--- src/rtl/input_conditioner_if.sv ---
// input_conditioner_if: raw controller inputs and conditioned event outputs.
// master drives the raw pins and consumes the pulses; slave is the conditioner.
interface input_conditioner_if;
  logic btn_start;
  logic btn_stop;
  logic sensor_n;
  logic start;
  logic stop;
  logic goal;
  logic goal_busy;
  logic beam_blocked;

  modport master (
    output btn_start, btn_stop, sensor_n,
    input  start, stop, goal, goal_busy, beam_blocked
  );

  modport slave (
    input  btn_start, btn_stop, sensor_n,
    output start, stop, goal, goal_busy, beam_blocked
  );
endinterface

--- src/rtl/input_conditioner.sv ---
// input_conditioner: synchronises, debounces and edge-detects the start/stop
// buttons and the IR goal beam, producing single-cycle start/stop/goal pulses.
// Optional feature macro GOAL_LOCKOUT_EN: when defined, a lockout counter
// suppresses further goals for LOCKOUT_CYCLES after an accepted goal and
// drives goal_busy; when undefined, every debounced beam block is a goal and
// goal_busy is tied low.
module input_conditioner #(
  parameter int DEB_CYCLES     = 1_000_000,
  parameter int LOCKOUT_CYCLES = 50_000_000,
  parameter int CNT_W          = 26
) (
  input logic                  clk,
  input logic                  rst,
  input_conditioner_if.slave   bus
);

  // Channel order: 0 = start button, 1 = stop button, 2 = beam (raw is sensor_n).
  // IDLE_LEVEL is the raw pin level when the channel is inactive.
  localparam logic [2:0] IDLE_LEVEL = 3'b100;
  localparam logic [CNT_W-1:0] DEB_LAST = CNT_W'(DEB_CYCLES - 1);

  logic [2:0] raw_in;
  logic [2:0] deb_level;
  logic [2:0] deb_prev;
  logic [2:0] rise;
  logic       start_q;
  logic       stop_q;
  logic       goal_q;

  assign raw_in = {bus.sensor_n, bus.btn_stop, bus.btn_start};

  for (genvar i = 0; i < 3; i++) begin : g_chan
    logic             sync1;
    logic             sync2;
    logic             active;
    logic             level;
    logic [CNT_W-1:0] cnt;

    // Two-flop synchroniser, resetting to the pin's idle level.
    always_ff @(posedge clk or posedge rst) begin
      if (rst) begin
        sync1 <= IDLE_LEVEL[i];
        sync2 <= IDLE_LEVEL[i];
      end else begin
        sync1 <= raw_in[i];
        sync2 <= sync1;
      end
    end

    assign active = sync2 ^ IDLE_LEVEL[i];

    // Debounce: the level flips only after DEB_CYCLES consecutive mismatching samples.
    always_ff @(posedge clk or posedge rst) begin
      if (rst) begin
        cnt   <= '0;
        level <= 1'b0;
      end else if (active == level) begin
        cnt <= '0;
      end else if (cnt == DEB_LAST) begin
        level <= active;
        cnt   <= '0;
      end else begin
        cnt <= cnt + 1'b1;
      end
    end

    assign deb_level[i] = level;
  end

  // Previous debounced levels, used to find 0->1 transitions.
  always_ff @(posedge clk or posedge rst) begin
    if (rst) begin
      deb_prev <= 3'b000;
    end else begin
      deb_prev <= deb_level;
    end
  end

  assign rise = deb_level & ~deb_prev;

  // Registered button pulses; only presses (rising debounced level) fire.
  always_ff @(posedge clk or posedge rst) begin
    if (rst) begin
      start_q <= 1'b0;
      stop_q  <= 1'b0;
    end else begin
      start_q <= rise[0];
      stop_q  <= rise[1];
    end
  end

`ifdef GOAL_LOCKOUT_EN
  logic [CNT_W-1:0] lock_cnt;

  // Goal pulse with lockout: an accepted goal loads the window, which counts
  // down to zero; beam edges arriving while it runs are discarded.
  always_ff @(posedge clk or posedge rst) begin
    if (rst) begin
      lock_cnt <= '0;
      goal_q   <= 1'b0;
    end else begin
      goal_q <= 1'b0;
      if (lock_cnt != '0) begin
        lock_cnt <= lock_cnt - 1'b1;
      end else if (rise[2]) begin
        goal_q   <= 1'b1;
        lock_cnt <= CNT_W'(LOCKOUT_CYCLES);
      end
    end
  end

  assign bus.goal_busy = (lock_cnt != '0);
`else
  // Goal pulse without lockout: every debounced beam block scores.
  always_ff @(posedge clk or posedge rst) begin
    if (rst) begin
      goal_q <= 1'b0;
    end else begin
      goal_q <= rise[2];
    end
  end

  assign bus.goal_busy = 1'b0;
`endif

  assign bus.start        = start_q;
  assign bus.stop         = stop_q;
  assign bus.goal         = goal_q;
  assign bus.beam_blocked = deb_level[2];

endmodule

--- src/flat_wrapper.sv ---
// flat-port wrapper written by rule: the top's interface ports become plain ports
module input_conditioner_flat 
#(
  parameter int DEB_CYCLES     = 1_000_000,
  parameter int LOCKOUT_CYCLES = 50_000_000,
  parameter int CNT_W          = 26
)
  (clk, rst, bus_btn_start, bus_btn_stop, bus_sensor_n, bus_start, bus_stop, bus_goal, bus_goal_busy, bus_beam_blocked);
  input_conditioner_if bus_i ();
  input logic clk;
  input logic rst;
  input wire logic [$bits(bus_i.btn_start)-1:0] bus_btn_start;
  input wire logic [$bits(bus_i.btn_stop)-1:0] bus_btn_stop;
  input wire logic [$bits(bus_i.sensor_n)-1:0] bus_sensor_n;
  output wire logic [$bits(bus_i.start)-1:0] bus_start;
  output wire logic [$bits(bus_i.stop)-1:0] bus_stop;
  output wire logic [$bits(bus_i.goal)-1:0] bus_goal;
  output wire logic [$bits(bus_i.goal_busy)-1:0] bus_goal_busy;
  output wire logic [$bits(bus_i.beam_blocked)-1:0] bus_beam_blocked;
  assign bus_i.btn_start = bus_btn_start;
  assign bus_i.btn_stop = bus_btn_stop;
  assign bus_i.sensor_n = bus_sensor_n;
  assign bus_start = bus_i.start;
  assign bus_stop = bus_i.stop;
  assign bus_goal = bus_i.goal;
  assign bus_goal_busy = bus_i.goal_busy;
  assign bus_beam_blocked = bus_i.beam_blocked;
  input_conditioner #(.DEB_CYCLES(DEB_CYCLES), .LOCKOUT_CYCLES(LOCKOUT_CYCLES), .CNT_W(CNT_W)) u_core (.clk(clk), .rst(rst), .bus(bus_i));
endmodule
--- config.mk ---
export PLATFORM = sky130hd
export DESIGN_NAME = input_conditioner_flat
export DESIGN_NICKNAME = d
export VERILOG_FILES = /design/src/rtl/input_conditioner_if.sv /design/src/rtl/input_conditioner.sv /design/src/flat_wrapper.sv
export SDC_FILE = /design/constraint.sdc
export NUM_CORES = 1
export LEC_CHECK = 0
export BUFFER_PORTS_ARGS = -buffer_cell sky130_fd_sc_hd__buf_2
export CORE_MARGIN = 3
export CORE_UTILIZATION = 66
export CTS_CLUSTER_SIZE = 28
export DETAILED_ROUTE_END_ITERATION = 8
export PLACE_DENSITY = 0.94
export SYNTH_ARGS = -nofsm -noshare
export SYNTH_HDL_FRONTEND = slang
export SYNTH_SLANG_ARGS = --single-unit
--- constraint.sdc ---
create_clock -name clk -period 3.71 [get_ports clk]
set_input_delay 0.1855 -clock clk [delete_from_list [all_inputs] [get_ports clk]]
set_output_delay 0.1855 -clock clk [all_outputs]
set_load 0.05 [all_outputs]
==> flow_metrics.py <==
metrics = {
    "detailed_routing": {
        "vias_per_cell": 6.39,
        "drt-pass1-iter-count": 5,
        "wl_per_cell_um": 16.0,
        "post-route-drc-count": 0,
        "detail-route-antenna-nets": 0,
        "drt_wl_total_um": 9230,
        "drt_iter0_markers": 351,
        "route.vias.total": 3691,
    },
    "hold_path": {
        "hp-class": "reg2reg",
    },
    "grt": {
        "first_global_vias": 3564,
        "grt_overflow": 0,
        "grt_antenna_before_repair": 0,
        "grt_use_total": 0.242,
        "grt_max_degree": 57,
        "grt_first_pass_wirelength_um": 16200,
    },
    "timing": {
        "clock.fmax_ghz": 0.445,
        "period_minus_slack_ns": 2.25,
        "slew_violations": 0,
        "period_share": 0.606,
        "skew_ns": 0.00871,
        "hold_viol_final": 0,
        "final-setup-viol-count": 0,
        "rsz0062_at_grt": "false",
        "tightest_slew_ns": 0.772,
        "fin_setup_tns_ns": 0,
        "slew_headroom": 0.482,
    },
    "clock_network": {
        "clockBufferDepth": 2,
        "cts_buffers": 9,
        "clock_latency_ns": 0.36,
        "cts_tree": "done",
        "cts-root-buf": "clkbuf_8",
        "cts.sinks": 93,
        "post_cts_buffers": 0,
        "path_clk_slew_ns": 0.09,
        "h-tree-depth": 3,
    },
    "synth": {
        "syn_inst": 471,
        "synth_seq_cells": 93,
        "synth_edf_count": 0,
        "syn_area_sq_um": 4630,
        "avgSynthCellArea_sq_um": 9.84,
        "synth_area_leaders": "dfrtp_1 (49%), nand4_1 (4.5%), nor2_1 (4.4%)",
        "synth_flop_cell": "dfrtp_1",
        "synth_top_area_frac": 0.491,
        "async_flop_share": 1.00,
        "syn_nets": 482,
        "synth.distinct_cells": 40,
        "yosysSeqAreaShare": 0.503,
        "ys_warn_count": 0,
        "yosysTopAreaCell": "dfrtp_1",
    },
    "die": {
        "die_y_um": 89.8,
        "die_w_um": 89.8,
        "fp.dieArea_sq_um": 8060,
        "top_level_ports": 10,
        "core_area_sq_um": 6570,
        "start_util": 0.705,
        "std_cell_rows": 29,
    },
    "worst_setup_path": {
        "crit_arrival_ns": 2.46,
        "crit_fanout": 26,
        "start_kind": "flip-flop",
        "required_ns": 3.92,
        "end_kind": "flip-flop",
        "path_class": "reg2reg",
    },
    "final_layout": {
        "design_area_sq_um": 4940,
        "area_growth_pct": 6.59,
        "drive_gt1_frac": 0.105,
        "fin_util": 0.752,
        "antenna_cells": 0,
        "layoutNonFillerInstCount": 578,
        "nNetsFinal": 491,
    },
    "place": {
        "gp_congestion": 0.937,
        "io_buffer_count": 8,
        "place_area_sq_um": 4720,
        "place_inst": 558,
        "post-dp-hpwl_um": 6160,
    },
    "outcome": {
        "status": "complete, no violations",
    },
    "job": {
        "maxCapViolations": 0,
    },
    "pwr": {
        "total_power_mw": 1.72,
        "powerDensity_nw_per_um2": 347,
        "p_leak_nw": 1.95,
        "vdd.ir_drop.worst_mv": 0.270,
    },
}
## sequential cells by signal (all words and copies together), names as in the netlist
name,flops
u_core.deb_prev,3
u_core.g_chan.sync1,3
u_core.bus.start,1
u_core.g_chan.sync2,1
u_core.g_chan.level,2
u_core.g_chan.active,2
u_core.bus.goal,1
u_core.bus.beam_blocked,1
u_core.bus.stop,1
u_core.g_chan.cnt,78
## worst max-delay path: stages, from the launching register on
cell and delay [ns]:
dfrtp_1 0.45, or4_1 0.54, or4_4 0.45, o21ai_4 0.54
nor2_1 0.13
## cell usage in the layout, fill, tap and decap left out, types with 3 or more instances in the layout
| cell | count |
|---|---|
| buf_2 | 8 |
| o21ai_0 | 22 |
| nand4_1 | 33 |
| and3_1 | 4 |
| a21oi_1 | 33 |
| nand3_2 | 3 |
| nor4_1 | 13 |
| buf_4 | 3 |
| or4_1 | 11 |
| dlygate4sd3_1 | 4 |
| and4_1 | 7 |
| nand3_1 | 16 |
| and2_1 | 3 |
| ha_1 | 6 |
| nor2_1 | 54 |
| a31o_2 | 5 |
| o31ai_1 | 5 |
| xor2_1 | 19 |
| nand2_1 | 27 |
| inv_1 | 17 |
| clkbuf_8 | 10 |
| nor4b_1 | 6 |
| xnor2_1 | 23 |
| nor3_1 | 8 |
| or3_1 | 25 |
| dfrtp_1 | 91 |
| or4_4 | 4 |
| clkinv_2 | 3 |
## area by class of cell
| cell class | instances | area [sq um] |
|---|---|---|
| flip-flops and latches | 93 | 2330 |
| multi-input cells | 343 | 2140 |
| fillers | 419 | 1630 |
| clock buffers | 11 | 141 |
| well taps | 93 | 116 |
| repair buffers | 15 | 103 |
| inverters | 18 | 68.8 |
| clock inverters | 5 | 35.0 |
## per-stage QoR
stage | setup WS, ns | hold WS [ns]
finish | 1.46 | 0.346
global placement | 1.57 | 0.277
floorplan | 1.11 | 0.190
CTS | 1.46 | 0.355
detailed placement | 1.48 | 0.281
global route | 1.31 | 0.363
## cells in the mapped netlist (all sizes together) (2+ instances only)
cell / n
o31ai: 6
and3: 4
buf: 11
xnor2: 23
and2: 3
or3: 25
nand2: 27
nor3: 8
clkbuf: 6
dfrtp: 91
inv: 18
xor2: 19
and4: 7
mux2: 2
nand3: 19
nor4b: 6
ha: 6
or2: 2
a31o: 5
dfstp: 2
nor2b: 2
nor4: 14
nand4: 36
or4: 15
o21ai: 24
nor2: 54
a21oi: 33
## metal layers
layer  part of all wire  up-vias  GRT usage
met3              0.049       28     0.0568
met2               0.51      131      0.405
met4              0.024        0     0.0894
met5                  0        -          0
li1                   -     1717          -
met1               0.42     1815      0.310
## logic make-up after synthesis
kind of cell	synth area share
adders and majority gates	0.0162
buffers and inverters	0.0343
and+or+nand+nor	0.274
xor gates and xnor gates	0.0794
AOI/OAI and AO/OA	0.0859
DFF	0.503
muxes	0.00702
other	0.000809
## timing repair
| item | in CTS | in global routing |
|---|---|---|
| hold buffers | 4 | 0 |
| hold endpoints to repair | 38 | 0 |
| resized for setup | 0 | 0 |
## report_power, final
group          internal (mW)  switching (mW)
registers               1.02          0.0143
logic                 0.0171          0.0463
clock network          0.263           0.350
total                   1.31           0.410
## final timing paths
kind / start / to / slack [ns] / depth (start not counted)
min: u_core.g_chan[1].sync1$_DFF_PP0_ / u_core.g_chan[1].active$_DFF_PP0_ / 0.35 / 0
max reg2reg: u_core.g_chan[1].cnt[12]$_DFF_PP0_ / u_core.g_chan[1].cnt[4]$_DFF_PP0_ / 1.46 / 4
min reg2reg: u_core.g_chan[1].sync1$_DFF_PP0_ / u_core.g_chan[1].active$_DFF_PP0_ / 0.35 / 0
max in group asynchronous: rst / u_core.g_chan[1].cnt[3]$_DFF_PP0_ / 2.17 / 4
min in group asynchronous: rst / u_core.g_chan[2].cnt[2]$_DFF_PP0_ / 0.44 / 3
max: u_core.g_chan[1].cnt[12]$_DFF_PP0_ / u_core.g_chan[1].cnt[4]$_DFF_PP0_ / 1.46 / 4
Power figures use the tool's default switching activity.
